## src/rtl/voice_allocator.sv

```systemverilog
// Polyphonic voice allocator: assigns note-on/note-off events to a fixed voice array,
// stealing the oldest voice when full and forcing a key-off gap on steal or retrigger.
module voice_allocator #(
   parameter int NUM_VOICES    = 4,
   parameter int AGE_W         = 8,
   parameter int RETRIG_CYCLES = 16
) (
   input  logic                    Clk,
   input  logic                    Reset,
   input  logic                    ev_valid,
   output logic                    ev_ready,
   input  logic                    ev_on,
   input  logic [6:0]              ev_note,
   output logic [8*NUM_VOICES-1:0] voice_note,
   output logic [NUM_VOICES-1:0]   voice_key_on,
   output logic [4:0]              active_count
);

   localparam int IDX_W = (NUM_VOICES > 1) ? $clog2(NUM_VOICES) : 1;
   localparam logic [IDX_W-1:0] LAST_IDX  = IDX_W'(NUM_VOICES - 1);
   localparam logic [AGE_W-1:0] AGE_MAX   = '1;
   localparam logic [7:0]       GAP_RELOAD = 8'(RETRIG_CYCLES - 1);

   typedef enum logic [1:0] {IDLE, SCAN, APPLY, GAP} state_e;

   state_e state_q, state_d;

   logic                               on_q, on_d;
   logic [6:0]                         lnote_q, lnote_d;
   logic [IDX_W-1:0]                   idx_q, idx_d;
   logic                               match_hit_q, match_hit_d;
   logic [IDX_W-1:0]                   match_idx_q, match_idx_d;
   logic                               free_hit_q, free_hit_d;
   logic [IDX_W-1:0]                   free_idx_q, free_idx_d;
   logic [IDX_W-1:0]                   old_idx_q, old_idx_d;
   logic [AGE_W-1:0]                   old_age_q, old_age_d;
   logic [NUM_VOICES-1:0]              mask_q, mask_d;
   logic [IDX_W-1:0]                   tgt_q, tgt_d;
   logic [7:0]                         gap_q, gap_d;
   logic [NUM_VOICES-1:0][7:0]         note_q, note_d;
   logic [NUM_VOICES-1:0]              key_q, key_d;
   logic [NUM_VOICES-1:0][AGE_W-1:0]   age_q, age_d;
   logic [4:0]                         count_q, count_d;

   logic             do_assign;
   logic [IDX_W-1:0] assign_idx;

   // State register.
   always_ff @(posedge Clk or posedge Reset) begin
      if (Reset) begin
         state_q <= IDLE;
      end else begin
         // NOTE: sequential state uses non-blocking assignments so every register
         // samples the pre-edge values regardless of statement order.
         state_q <= state_d;
      end
   end

   // Next-state logic.
   always_comb begin
      // NOTE: a default on every path keeps combinational blocks from inferring latches.
      state_d = state_q;
      case (state_q)
         IDLE:  if (ev_valid) state_d = SCAN;
         SCAN:  if (idx_q == LAST_IDX) state_d = APPLY;
         APPLY: state_d = (on_q && (match_hit_q || !free_hit_q)) ? GAP : IDLE;
         GAP:   if (gap_q == 8'd0) state_d = IDLE;
         default: state_d = IDLE;
      endcase
   end

   // Output decode.
   always_comb begin
      ev_ready = (state_q == IDLE);
   end

   // Datapath next-state: scan candidates, apply, gap countdown, ageing.
   always_comb begin
      on_d        = on_q;
      lnote_d     = lnote_q;
      idx_d       = idx_q;
      match_hit_d = match_hit_q;
      match_idx_d = match_idx_q;
      free_hit_d  = free_hit_q;
      free_idx_d  = free_idx_q;
      old_idx_d   = old_idx_q;
      old_age_d   = old_age_q;
      mask_d      = mask_q;
      tgt_d       = tgt_q;
      gap_d       = gap_q;
      note_d      = note_q;
      key_d       = key_q;
      age_d       = age_q;
      do_assign   = 1'b0;
      assign_idx  = '0;

      case (state_q)
         IDLE: begin
            if (ev_valid) begin
               on_d        = ev_on;
               lnote_d     = ev_note;
               idx_d       = '0;
               match_hit_d = 1'b0;
               match_idx_d = '0;
               free_hit_d  = 1'b0;
               free_idx_d  = '0;
               old_idx_d   = '0;
               old_age_d   = '0;
               mask_d      = '0;
            end
         end
         SCAN: begin
            if (key_q[idx_q] && note_q[idx_q] == {1'b0, lnote_q}) begin
               mask_d[idx_q] = 1'b1;
               if (!match_hit_q) begin
                  match_hit_d = 1'b1;
                  match_idx_d = idx_q;
               end
            end
            if (!key_q[idx_q] && !free_hit_q) begin
               free_hit_d = 1'b1;
               free_idx_d = idx_q;
            end
            // Strict compare keeps the lowest index on equal ages.
            if (age_q[idx_q] > old_age_q) begin
               old_age_d = age_q[idx_q];
               old_idx_d = idx_q;
            end
            idx_d = idx_q + IDX_W'(1);
         end
         APPLY: begin
            if (on_q) begin
               if (match_hit_q) begin
                  key_d[match_idx_q] = 1'b0;
                  tgt_d              = match_idx_q;
                  gap_d              = GAP_RELOAD;
               end else if (free_hit_q) begin
                  do_assign  = 1'b1;
                  assign_idx = free_idx_q;
               end else begin
                  key_d[old_idx_q] = 1'b0;
                  tgt_d            = old_idx_q;
                  gap_d            = GAP_RELOAD;
               end
            end else begin
               key_d = key_q & ~mask_q;
            end
         end
         GAP: begin
            if (gap_q == 8'd0) begin
               do_assign  = 1'b1;
               assign_idx = tgt_q;
            end else begin
               gap_d = gap_q - 8'd1;
            end
         end
         default: ;
      endcase

      if (do_assign) begin
         for (int i = 0; i < NUM_VOICES; i++) begin
            if (assign_idx == IDX_W'(i)) begin
               note_d[i] = {1'b0, lnote_q};
               key_d[i]  = 1'b1;
               age_d[i]  = '0;
            end else if (key_q[i] && age_q[i] != AGE_MAX) begin
               age_d[i] = age_q[i] + AGE_W'(1);
            end
         end
      end

      count_d = '0;
      for (int i = 0; i < NUM_VOICES; i++) begin
         count_d = count_d + 5'(key_q[i]);
      end
   end

   always_ff @(posedge Clk or posedge Reset) begin
      if (Reset) begin
         on_q        <= 1'b0;
         lnote_q     <= '0;
         idx_q       <= '0;
         match_hit_q <= 1'b0;
         match_idx_q <= '0;
         free_hit_q  <= 1'b0;
         free_idx_q  <= '0;
         old_idx_q   <= '0;
         old_age_q   <= '0;
         mask_q      <= '0;
         tgt_q       <= '0;
         gap_q       <= '0;
         // NOTE: the per-voice note and age arrays are reset because they drive
         // outputs and steal decisions directly; they are small registers, not RAM.
         note_q      <= '0;
         key_q       <= '0;
         age_q       <= '0;
         count_q     <= '0;
      end else begin
         on_q        <= on_d;
         lnote_q     <= lnote_d;
         idx_q       <= idx_d;
         match_hit_q <= match_hit_d;
         match_idx_q <= match_idx_d;
         free_hit_q  <= free_hit_d;
         free_idx_q  <= free_idx_d;
         old_idx_q   <= old_idx_d;
         old_age_q   <= old_age_d;
         mask_q      <= mask_d;
         tgt_q       <= tgt_d;
         gap_q       <= gap_d;
         note_q      <= note_d;
         key_q       <= key_d;
         age_q       <= age_d;
         count_q     <= count_d;
      end
   end

   assign voice_note   = note_q;
   assign voice_key_on = key_q;
   assign active_count = count_q;

endmodule
```

## config.mk

```make
export PLATFORM = sky130hd
export DESIGN_NAME = voice_allocator
export DESIGN_NICKNAME = d
export VERILOG_FILES = /design/src/rtl/voice_allocator.sv
export SDC_FILE = /design/constraint.sdc
export NUM_CORES = 1
export LEC_CHECK = 0
export BUFFER_PORTS_ARGS = -buffer_cell sky130_fd_sc_hd__clkbuf_2
export CORE_ASPECT_RATIO = 0.75
export CORE_MARGIN = 2
export CORE_UTILIZATION = 50
export DETAILED_ROUTE_END_ITERATION = 8
export PLACE_DENSITY = 0.69
export SYNTH_ARGS = -nofsm -noshare
export SYNTH_HDL_FRONTEND = slang
export SYNTH_SLANG_ARGS = --single-unit
export TNS_END_PERCENT = 1
```

## constraint.sdc

```tcl
create_clock -name Clk -period 4.72 [get_ports Clk]
set_input_delay 0.944 -clock Clk [delete_from_list [all_inputs] [get_ports Clk]]
set_output_delay 0.944 -clock Clk [all_outputs]
set_load 0.02 [all_outputs]
```

After elaboration in Yosys (flattened, before gate mapping)
Cells that the tools add are included.
{ "totals": {"elab_cells": 179, "ff_bits": 110, "out_inout_bits": 42, "inputBits": 11} }
{ "classes": {"n_mux": 71, "order_cmp": 7, "reduce_logical": 39, "add_sub_neg": 9, "bitwise_logic": 7, "n_eq_ne": 23} }
{ "ops": {"columns": ["operator", "n"], "rows": [
  ["$mux W8", 16],
  ["$add A8 B1 Y8 const B", 4],
  ["$bmux W8 S2", 2],
  ["$ne A8 B8 Y1 const B", 4],
  ["$pmux W8 S2", 2],
  ["$mux W2", 15],
  ["$mux W4", 7],
  ["$ne A2 B2 Y1 const B", 10],
  ["$pmux W2 S2", 5],
  ["$reduce_and A2 Y1", 10],
  ["$mux W1", 15],
  ["$reduce_and A3 Y1", 5],
  ["$and A4 B4 Y4", 3],
  ["$not A4 Y4", 3],
  ["$reduce_bool A2 Y1", 6],
  ["$eq A2 B2 Y1 const B", 5],
  ["$logic_and A1 B1 Y1", 10],
  ["$lt A2 B3 Y1 const B", 3],
  ["$eq A8 B7 Y1", 1],
  ["$gt A8 B8 Y1", 1],
  ["$logic_not A8 Y1", 1],
  ["$pmux W2 S4", 1],
  ["$pmux W4 S2", 1],
  ["$reduce_and A4 Y1", 2],
  ["15 further kinds", 24]
]} }

Logic depth before layout (Yosys ltp)
Gate-level depths: netlist (run 1).
{ "depth": {"depth_word": 12, "depth_mapped": 12, "depth_no_buf": 10} }

Least setup slack after synthesis (run 1)
Ideal clock, no wire load.
{ "synth_path": {"kind": "register to register", "from": "reg idx_q[0]", "to": "reg old_age_q[1]", "arrival_ns": 3.605, "stages_incl_launch_ff": 11, "required_time_ns": 4.595, "synth_period_minus_slack_ns": 3.730, "slack_ns": 0.990, "n_path_buf": 2, "setup_time_ns": 0.125, "cell_sequence": "dfrtp_1 buf_1 clkbuf_1 mux4_2 ha_1 nor2b_1 o21a_1 o21a_1 o21ai_0 a221oi_2 mux2_2"} }
{ "synth_via": {"elab_chain_len": 5, "word_cells_on_any_way": 7, "cone_classes": "order compare (1); eq/ne (1); mux (4); reduce/logical (1)"} }
{ "synth_rtl": {"columns": ["item", "line_no", "text"], "rows": [
  ["start, declared", "30", "logic [IDX_W-1:0] idx_q, idx_d;"],
  ["start signal, assigned", "201", "idx_q <= idx_d;"],
  ["$bmux W8 S2 *", "125, 126", null],
  ["$mux W8 (implied by the code) *", "125, 126", null],
  ["$gt A8 B8 Y1", "125", "if (age_q[idx_q] > old_age_q) begin"],
  ["$ne A2 B2 Y1 (no line)", null, null],
  ["$reduce_and A3 Y1 (no line)", null, null],
  ["end signal, assigned", "207", "old_age_q <= old_age_d;"],
  ["end, declared", "36", "logic [AGE_W-1:0] old_age_q, old_age_d;"]
]} }
Every way passes the cells marked *; elsewhere a longest branch is shown, timed or not. The select of a mux whose other input is x is not followed.
A chain may end at the register's enable or synchronous reset.

Final worst setup path (run 1)
{ "layout_path": {"from": "reg idx_q[0]", "to": "reg old_age_q[3]"} }
Same word-level chain as after synthesis.

==> results.yml, run 1 <==
run_status:
  status: "finished clean"
pwr:
  p_leak_nw: 3.01
  power_mw: 3.25
  power_density_nw_per_um2: 506
  max-vdd-ir-drop_mv: 0.332
timing:
  fin_crit_sh: 0.689
  period_needed_ns: 3.25
  setup_viol: 0
  tightest_slew_ns: 0.960
  rsz0062_at_grt: "false"
  setup_tns_ns: 0
  final_max_slew_viol_count: 0
  fin_ws_ns: 1.47
  finalHoldViolations: 0
  relSlewSlack: 0.358
  clock_skew_ns: 0.00685
  max_freq_ghz: 0.308
  whs_ns: 0.509
final_layout:
  antenna_cells: 0
  syn_to_final_growth_pct: 11.4
  fillers: 938
  drive_gt1_frac: 0.219
  fin_nets: 608
yosys:
  synth_top_area_share: 0.474
  ys_seq_area_frac: 0.474
  syn_avg_cell_area_um2: 10.8
  yosys.area.top_type: "dfrtp_1"
  syn-instance-count: 534
  syn-cell-area_um2: 5760
  synth_area_leaders: "dfrtp_1 (47%), mux2_2 (6.6%), mux4_2 (5.9%), nand2_1 (4.8%), ha_1 (4.3%)"
  ys_types: 51
  synth_edf_count: 0
  ys_ff_latch: 109
  synth_ff_type: "dfrtp_1"
  synthArstFlopShare: 1.00
  yosys_warnings: 0
cts:
  cts-resized-gates: 0
  clkSlewWorstSetupHoldPaths_ns: 0.08
  post_cts_buffers: 0
  cts_tree: "built"
  ctsRootBufferMaster: "clkbuf_16"
  cts_sinks: 109
  h-tree-depth: 3
  cts_buffers: 9
  cts_buffer_depth: 2
  worstSkewPairLatency_ns: 0.34
  cts_hold_buf: 0
worst_setup_path:
  arrival_ns: 3.48
  cpPeakStageDelay_ns: 0.81
  crit_slowest_cell: "a221oi_2"
  critPathMostFrequentCell: "o21a_1"
  crit_buf_inv: 0
  crit_family: "compound AO/OA/AOI/OAI gates"
  worstPathCellList: "mux4_2 -> ha_1 -> nor2b_1 -> o21a_1 -> o21a_1 -> o21ai_0 -> a221oi_2 -> mux2_2"
  worst_setup_path_end_kind: "flip-flop"
  critPathLaunchType: "flip-flop"
  crit_type: "flip-flop to flip-flop"
  required_ns: 4.95
  worstPathMaxFanout: 10
routing:
  wire_per_inst_um: 18.0
  vias: 4209
  avgViaCountPerCell: 5.84
  drt_pass1_iterations: 5
  wirelength_um: 13000
  drc_errors: 0
  ant_nets: 0
  first_iter_violations: 356
place:
  place_ws_ns: 1.48
  place_congestion: 0.872
  port_buffers: 46
  dp_hpwl_um: 9290
grt:
  grt_first_pass_wirelength_um: 21200
  antenna_found_initial: 0
  grt-ovfl-total: 0
  grt_usage: 0.219
  grt_pass1_vias: 4003
  grt_max_degree: 82
die:
  dieArea_um2: 12400
  core_um2: 11100
  ios: 53
  fp.dieH_um: 96.9
  start_util: 0.520
  num_rows: 33
  die_w_um: 128
run:
  drv_cap: 0
min_path:
  hold_path_class: "flip-flop to flip-flop"
==> where the power goes <==
group | internal (mW) | switching (mW)
Clock | 0.438 | 0.361
Combinational | 0.464 | 0.601
Sequential | 1.12 | 0.260
Total | 2.03 | 1.22
==> worst paths after layout <==
check | start | to | slack [ns] | depth (start not counted)
max | idx_q[0] | old_age_q[3] | 1.47 | 8
min | voice_note[22] | voice_note[22] | 0.51 | 2
max reg2reg | idx_q[0] | old_age_q[3] | 1.47 | 8
min reg2reg | voice_note[22] | voice_note[22] | 0.51 | 2
max in group asynchronous | Reset | age_q[22] | 2.93 | 3
min in group asynchronous | Reset | active_count[1] | 0.81 | 2
==> flip-flops by register name, summed over array words and instances, names as in the netlist, 3 cells and up <==
| register | count |
|---|---|
| age_q | 32 |
| voice_note | 28 |
| gap_q | 8 |
| old_age_q | 8 |
| lnote_q | 7 |
| mask_q | 4 |
| voice_key_on | 4 |
| active_count | 3 |
==> cell usage in the layout (no fill, tap or decap), types with 15 or more instances in the layout <==
cell type	count
a21oi_1	15
clkbuf_2	46
dfrtp_1	109
ha_1	20
inv_1	22
mux2_2	34
mux4_2	15
nand2_1	73
nand3_1	17
nor2_1	47
o21ai_0	16
xnor2_1	22
==> worst register-to-register path, stage by stage (launching register included) <==
cell and delay, ns:
dfrtp_1 0.60, mux4_2 0.58, ha_1 0.31, nor2b_1 0.13, o21a_1 0.12, o21a_1 0.10
o21ai_0 0.08, a221oi_2 0.81, mux2_2 0.42
==> per-layer routing <==
| metal | part of all wire | global-route usage |
|---|---|---|
| met4 | 0.013 | 0.0516 |
| met5 | 0 | 0 |
| met3 | 0.065 | 0.0470 |
| met2 | 0.44 | 0.320 |
| met1 | 0.48 | 0.333 |
==> Yosys cell counts (2+ instances only) <==
master and n:
dfrtp_1 109, nand2_1 73, nor2_1 47, mux2_2 34, inv_1 23, xnor2_1 22
ha_1 20, nand3_1 17, o21ai_0 16, a21oi_1 15, mux4_2 15, nor3_1 13
a21o_1 11, clkbuf_1 11, xor2_1 10, mux2i_1 8, nand2b_1 7, a22o_1 6
buf_4 6, nor2b_1 6, o21a_1 5, a32o_1 4, buf_1 4, mux2_4 4
nand4_1 4, o31ai_1 4, a32oi_1 3, and4_1 3, buf_2 3, nor4_1 3
o211ai_1 3, or3_1 3, a31oi_1 2, and3_1 2, or4_1 2
==> cells by family after synthesis <==
| kind of cell | share of synthesized area |
|---|---|
| muxes | 0.149 |
| and+or+nand+nor | 0.147 |
| buffers and inverters | 0.0371 |
| adders and majority gates | 0.0469 |
| DFF | 0.474 |
| other | 0.000651 |
| AOI/OAI and AO/OA | 0.0962 |
| xor gates and xnor gates | 0.0487 |
==> stage by stage <==
step | std cells | area (µm²) | util
after detailed placement | 705 | 6100 | 0.551
after global routing | 721 | 6410 | 0.580
after global placement | 705 | 6100 | 0.551
after floorplan | 539 | 5780 | -
after CTS | 721 | 6410 | 0.580
final | 721 | 6410 | 0.580
==> layout make-up <==
cell class,instances,area [µm²],share of cell area
Sequential cell,109,2730,0.425
Multi-Input combinational cell,382,2840,0.442
Clock inverter,6,78.8,0.0123
Tap cell,140,175,0.0273
Inverter,23,88.8,0.0139
Clock buffer,10,239,0.0373
Timing Repair Buffer,51,268,0.0417
No activity file was read; power rests on OpenSTA's default activity.
==> run 2, diff against run 1 <==
- ABC_AREA: not set -> 1
- PLACE_DENSITY: 0.69 -> 0.72
- clock period: 4.72 -> 2.85 ns (I/O delays scaled with it)
==> results.yml, run 2 <==
yosys:
  yosysMostFrequentCell: "nand2_1"
  ys_ff_latch: 109
  ys_seq_area_frac: 0.464
  yosys.area.top_type: "dfrtp_1"
  synth_top_area_share: 0.464
  synth_edf_count: 0
  yosys_warnings: 0
  synth_ff_type: "dfrtp_1"
  synth_area_leaders: "dfrtp_1 (46%), nand2_1 (12%), nand3_1 (6.0%), o21ai_0 (6.0%), inv_1 (4.5%)"
  syn_avg_cell_area_um2: 8.00
  ys_types: 39
  syn-cell-area_um2: 5870
  synthArstFlopShare: 1.00
  netlist_top_cells_count: "nand2_1 (186), dfrtp_1 (109), inv_1 (71), nor2_1 (71)"
  syn-instance-count: 734
die:
  num_rows: 34
  start_util: 0.509
  core_um2: 11500
  ios: 53
  die_w_um: 129
  fp.dieH_um: 97.9
  dieArea_um2: 12600
timing:
  max_freq_ghz: 0.404
  clock_skew_ns: 0.0112
  setup_tns_ns: 0
  final_max_slew_viol_count: 0
  rsz0062_at_grt: "false"
  relSlewSlack: 0.592
  period_needed_ns: 2.48
  fin_crit_sh: 0.869
  finalHoldViolations: 0
  tightest_slew_ns: 0.611
  fin_ws_ns: 0.373
  setup_viol: 0
final_layout:
  fin_nets: 811
  multi_input_area_um2: 2720
  regArea_um2: 2730
  final_cell_mix: "nand2_1 (185), dfrtp_1 (108), nor2_1 (71)"
  syn_to_final_growth_pct: 11.8
  layout_commonest_cell: "nand2_1"
  stdcell_area_um2: 6570
  antenna_cells: 0
  drive_gt1_frac: 0.130
  post-route-util: 0.570
  largest_reg_flops: 32
  top_register: "age_q"
  fillers: 1040
grt:
  grt_pass1_vias: 4880
  grt_usage: 0.241
  antenna_found_initial: 0
  grt_max_degree: 46
  grt-ovfl-total: 0
  grt_first_pass_wirelength_um: 24200
min_path:
  hold_path_class: "input pin to async pin"
place:
  dp_hpwl_um: 10100
  port_buffers: 46
  place_congestion: 0.881
  place_ws_ns: 0.127
  placedInstanceArea_um2: 6250
pwr:
  p_leak_nw: 3.26
  power_density_nw_per_um2: 976
  p_clk_frac: 0.200
  p_switching_mw: 2.91
  power_frac_comb: 0.441
  max-vdd-ir-drop_mv: 0.462
  switching_share: 0.455
  intPower_mw: 3.50
  seqPwrFrac: 0.359
cts:
  h-tree-depth: 3
  worstSkewPairLatency_ns: 0.37
  ctsRootBufferMaster: "clkbuf_16"
  cts_buffers: 9
  cts_buffer_depth: 2
  clkSlewWorstSetupHoldPaths_ns: 0.08
  cts_tree: "built"
  cts_sinks: 109
routing:
  wire_per_inst_um: 15.1
  drc_errors: 0
  wirelength_um: 14300
  ant_nets: 0
  drt_pass1_iterations: 5
  vias: 5061
  first_iter_violations: 530
  avgViaCountPerCell: 5.35
worst_setup_path:
  crit_buf_inv: 1
  cpPeakStageDelay_ns: 0.47
  worst_setup_path_end_kind: "flip-flop"
  worstPathMaxFanout: 17
  crit_type: "flip-flop to flip-flop"
  rrSetupSlack_ns: 0.37
  required_ns: 3.09
  path_depth: 12
  arrival_ns: 2.71
  crit_family: "compound AO/OA/AOI/OAI gates"
  worstPathCellList: "clkinvlp_4 -> a21oi_1 -> o21ai_0 -> nand2_1 -> ha_1 -> a21oi_1 -> o21a_1 -> nor2_1 -> o21ai_1 -> nand2_2 -> nand3_1 -> o21ai_0"
  r2r_cells: 12
  crit_slowest_cell: "dfrtp_2"
  critPathLaunchType: "flip-flop"
run_status:
  status: "finished clean"
run:
  drv_cap: 0
[run 2: per-layer routing]
layer / part of all wire / track usage / vias up
met4: 0.012 / 0.0435 / 0
li1: - / - / 2466
met1: 0.47 / 0.355 / 2427
met5: 0 / 0 / -
met2: 0.45 / 0.364 / 148
met3: 0.062 / 0.0625 / 20
[run 2: worst register-to-register path: stages, from the launching register on]
cell and delay (ns):
dfrtp_2 0.47, clkinvlp_4 0.21, a21oi_1 0.15, o21ai_0 0.09
nand2_1 0.10, ha_1 0.25, a21oi_1 0.16, o21a_1 0.12
nor2_1 0.04, o21ai_1 0.26, nand2_2 0.26, nand3_1 0.14
o21ai_0 0.09
[run 2: stage by stage]
stage	hold WS, ns	std cells	power [mW]
final	0.258	946	6.41
after global routing	0.310	946	6.93
after CTS	0.285	946	6.39
after detailed placement	0.489	930	5.10
after global placement	0.490	930	4.97
after floorplan	0.463	739	4.33
[run 2: cell families (layout without fill, tap and decap cells)]
family	Yosys count	after routing	synth area share
other	1	6	0.000639
buffers and inverters	103	148	0.0754
adders and majority gates	21	21	0.0460
xor gates and xnor gates	21	21	0.0313
and+or+nand+nor	358	358	0.262
AOI/OAI and AO/OA	121	121	0.120
DFF	109	109	0.464
[run 2: layout make-up]
| type | instances | area share |
|---|---|---|
| clock buffers | 9 | 0.0343 |
| clock inverters | 7 | 0.0120 |
| well taps | 162 | 0.0309 |
| repair buffers | 55 | 0.0473 |
| inverters | 77 | 0.0452 |
| multi-input cells | 527 | 0.415 |
| flip-flops and latches | 109 | 0.416 |
[run 2: worst paths after layout]
path	end	start
hold reg to reg	match_idx_q[0]	match_idx_q[0]
min in group Clk	lnote_q[6]	ev_note[6]
setup / recovery	old_age_q[3]	idx_q[1]
hold / removal	voice_note[8]	Reset
max in group asynchronous	voice_note[10]	Reset
setup reg to reg	old_age_q[3]	idx_q[1]
[run 2: power by group through the flow]
| stage | Combinational, mW | Sequential, mW | Clock, mW |
|---|---|---|---|
| floorplan | 1.95 | 2.39 | 0 |
| global placement | 2.68 | 2.29 | 0 |
| detailed placement | 2.78 | 2.31 | 0 |
| CTS | 2.80 | 2.29 | 1.30 |
| global route | 3.22 | 2.35 | 1.36 |
| finish | 2.83 | 2.30 | 1.28 |
[run 2: timing repair]
action,CTS,global route
resized for setup,0,3
setup endpoints to repair,0,10
setup buffers,0,0
hold endpoints to repair,0,0
hold buffers,0,0
==> run 3, diff against run 2 <==
- CTS_CLUSTER_SIZE: not set -> 40
- clock period: 2.85 -> 2.1 ns (I/O delays scaled with it)
==> results.yml, run 3 (same netlist as run 2, synthesis figures left out) <==
timing:
  period_needed_ns: 2.32
  rsz0062_at_grt: "true"
  tightest_slew_ns: 0.584
  whs_ns: 0.226
  max_freq_ghz: 0.432
  final_max_slew_viol_count: 0
  setup_viol: 10
  fin_ws_ns: -0.216
  relSlewSlack: 0.611
  fin_crit_sh: 1.10
  finalHoldViolations: 0
  clock_skew_ns: 0.00685
worst_setup_path:
  crit_slowest_cell: "dfrtp_2"
  arrival_ns: 2.56
  critPathLaunchType: "flip-flop"
  worstPathMaxFanout: 17
  crit_family: "simple AND/OR/NAND/NOR gates"
  crit_type: "flip-flop to flip-flop"
  required_ns: 2.34
  crit_buf_inv: 2
  worstPathCellList: "inv_4 -> nand2_1 -> o211ai_1 -> nand2_2 -> ha_4 -> nand4_1 -> nor2_1 -> a31oi_1 -> o21ai_2 -> nand2_2 -> buf_6 -> nand3_1 -> o21ai_1"
  cpPeakStageDelay_ns: 0.49
  worst_setup_path_end_kind: "flip-flop"
  critPathMostFrequentCell: "nand2_2"
pwr:
  power_density_nw_per_um2: 1390
  max-vdd-ir-drop_mv: 0.675
  p_leak_nw: 3.50
cts:
  cts_buffer_depth: 2
  ctsRootBufferMaster: "clkbuf_16"
  clkSlewWorstSetupHoldPaths_ns: 0.07
  cts_sinks: 109
  worstSkewPairLatency_ns: 0.35
  cts_hold_buf: 0
  cts_tree: "built"
  h-tree-depth: 3
  cts_buffers: 9
routing:
  first_iter_violations: 280
  drt_pass1_iterations: 5
  wire_per_inst_um: 15.1
  wirelength_um: 14800
  vias: 5261
  drc_errors: 0
  ant_nets: 0
  avgViaCountPerCell: 5.37
die:
  dieArea_um2: 12600
  ios: 53
  start_util: 0.509
  die_w_um: 129
  num_rows: 34
  fp.dieH_um: 97.9
  core_um2: 11500
place:
  place_congestion: 0.895
  port_buffers: 46
  dp_hpwl_um: 10300
grt:
  use_met2: 0.369
  grt_use_met1: 0.354
  grt_max_degree: 110
  grt_pass1_vias: 5066
  grt_usage: 0.244
  antenna_found_initial: 0
  grt_util_met3: 0.0460
  grt_most_used_layer: "met2"
  grt_first_pass_wirelength_um: 24500
  grt-ovfl-total: 0
final_layout:
  syn_to_final_growth_pct: 19.9
  fillers: 965
  post-route-util: 0.611
  top_register: "age_q"
  largest_reg_flops: 32
  final_cell_mix: "nand2_1 (180), dfrtp_1 (108), inv_1 (70)"
  fin_nets: 844
  antenna_cells: 0
  layout_commonest_cell: "nand2_1"
  drive_gt1_frac: 0.192
run:
  drv_cap: 0
run_status:
  status: "finished with violations"
  violations: "setup timing"
min_path:
  hold_path_class: "input pin to async pin"
==> run 3: cell count changes in the layout (fill, tap and decap cells not counted), moves of 4 or more <==
| cell | delta |
|---|---|
| buf_4 | +23 |
| o21ai_0 | -10 |
| nand3_1 | -7 |
| nand3_2 | +7 |
| o21ai_1 | +7 |
| nand2_1 | -5 |
| buf_6 | +4 |
==> run 3: what timing repair did <==
action | CTS | global route
setup endpoints to repair | 14 | 62
pin swaps | 3 | 15
setup buffers | 1 | 2
resized for setup | 3 | 41
gates cloned | 0 | 3
==> run 3: final timing paths <==
path,slack [ns],start,endpoint,cells after the start
max,-0.22,idx_q[0],old_age_q[7],13
min,0.23,Reset,voice_note[0],3
max reg2reg,-0.22,idx_q[0],old_age_q[7],13
min reg2reg,0.52,voice_note[16],voice_note[16],2
max in group asynchronous,1.42,Reset,voice_note[25],3
min in group Clk,0.28,ev_note[0],lnote_q[0],3
==> run 3: layout make-up <==
cell class,count,area [µm²],area share
clock inverter,6,93.8,0.0133
sequential,109,2730,0.387
clock buffer,10,239,0.0339
multi-input combinational,527,2840,0.403
tap,162,203,0.0288
timing repair buffer,88,643,0.0913
inverter,77,299,0.0425
==> run 3: per-layer routing <==
layer  vias to the layer above  share of wire
met1                      2501           0.46
li1                       2539              -
met2                       198           0.46
met4                         0          0.017
met3                        23          0.060
met5                         -              0
==> run 3: worst register-to-register path, cell delays in order (launching register included) <==
cell	delay, ns
dfrtp_2	0.49
inv_4	0.17
nand2_1	0.08
o211ai_1	0.14
nand2_2	0.16
ha_4	0.31
nand4_1	0.13
nor2_1	0.14
a31oi_1	0.11
o21ai_2	0.09
nand2_2	0.10
buf_6	0.14
nand3_1	0.07
o21ai_1	0.07
==> run 3: where the power goes <==
part / leakage [nW] / total [mW] / internal, mW / switching, mW
Sequential: 1.46 / 3.11 / 2.67 / 0.446
Combinational: 1.88 / 4.76 / 1.82 / 2.94
Clock: 0.159 / 1.90 / 1.09 / 0.811
==> run 3: per-stage QoR <==
step / area [µm²] / total power [mW] / setup slack, ns / TNS, ns / instances
2_1_floorplan: 5900 / 5.88 / -0.442 / -4.39 / 739
3_3_place_gp: 6490 / 7.08 / -0.120 / -1.01 / 957
3_5_place_dp: 6490 / 7.23 / -0.159 / -1.28 / 957
4_1_cts: 6850 / 9.24 / -0.137 / -1.32 / 974
5_1_grt: 7040 / 10.5 / -0.360 / -5.58 / 979
6_report: 7040 / 9.77 / -0.216 / -1.80 / 979
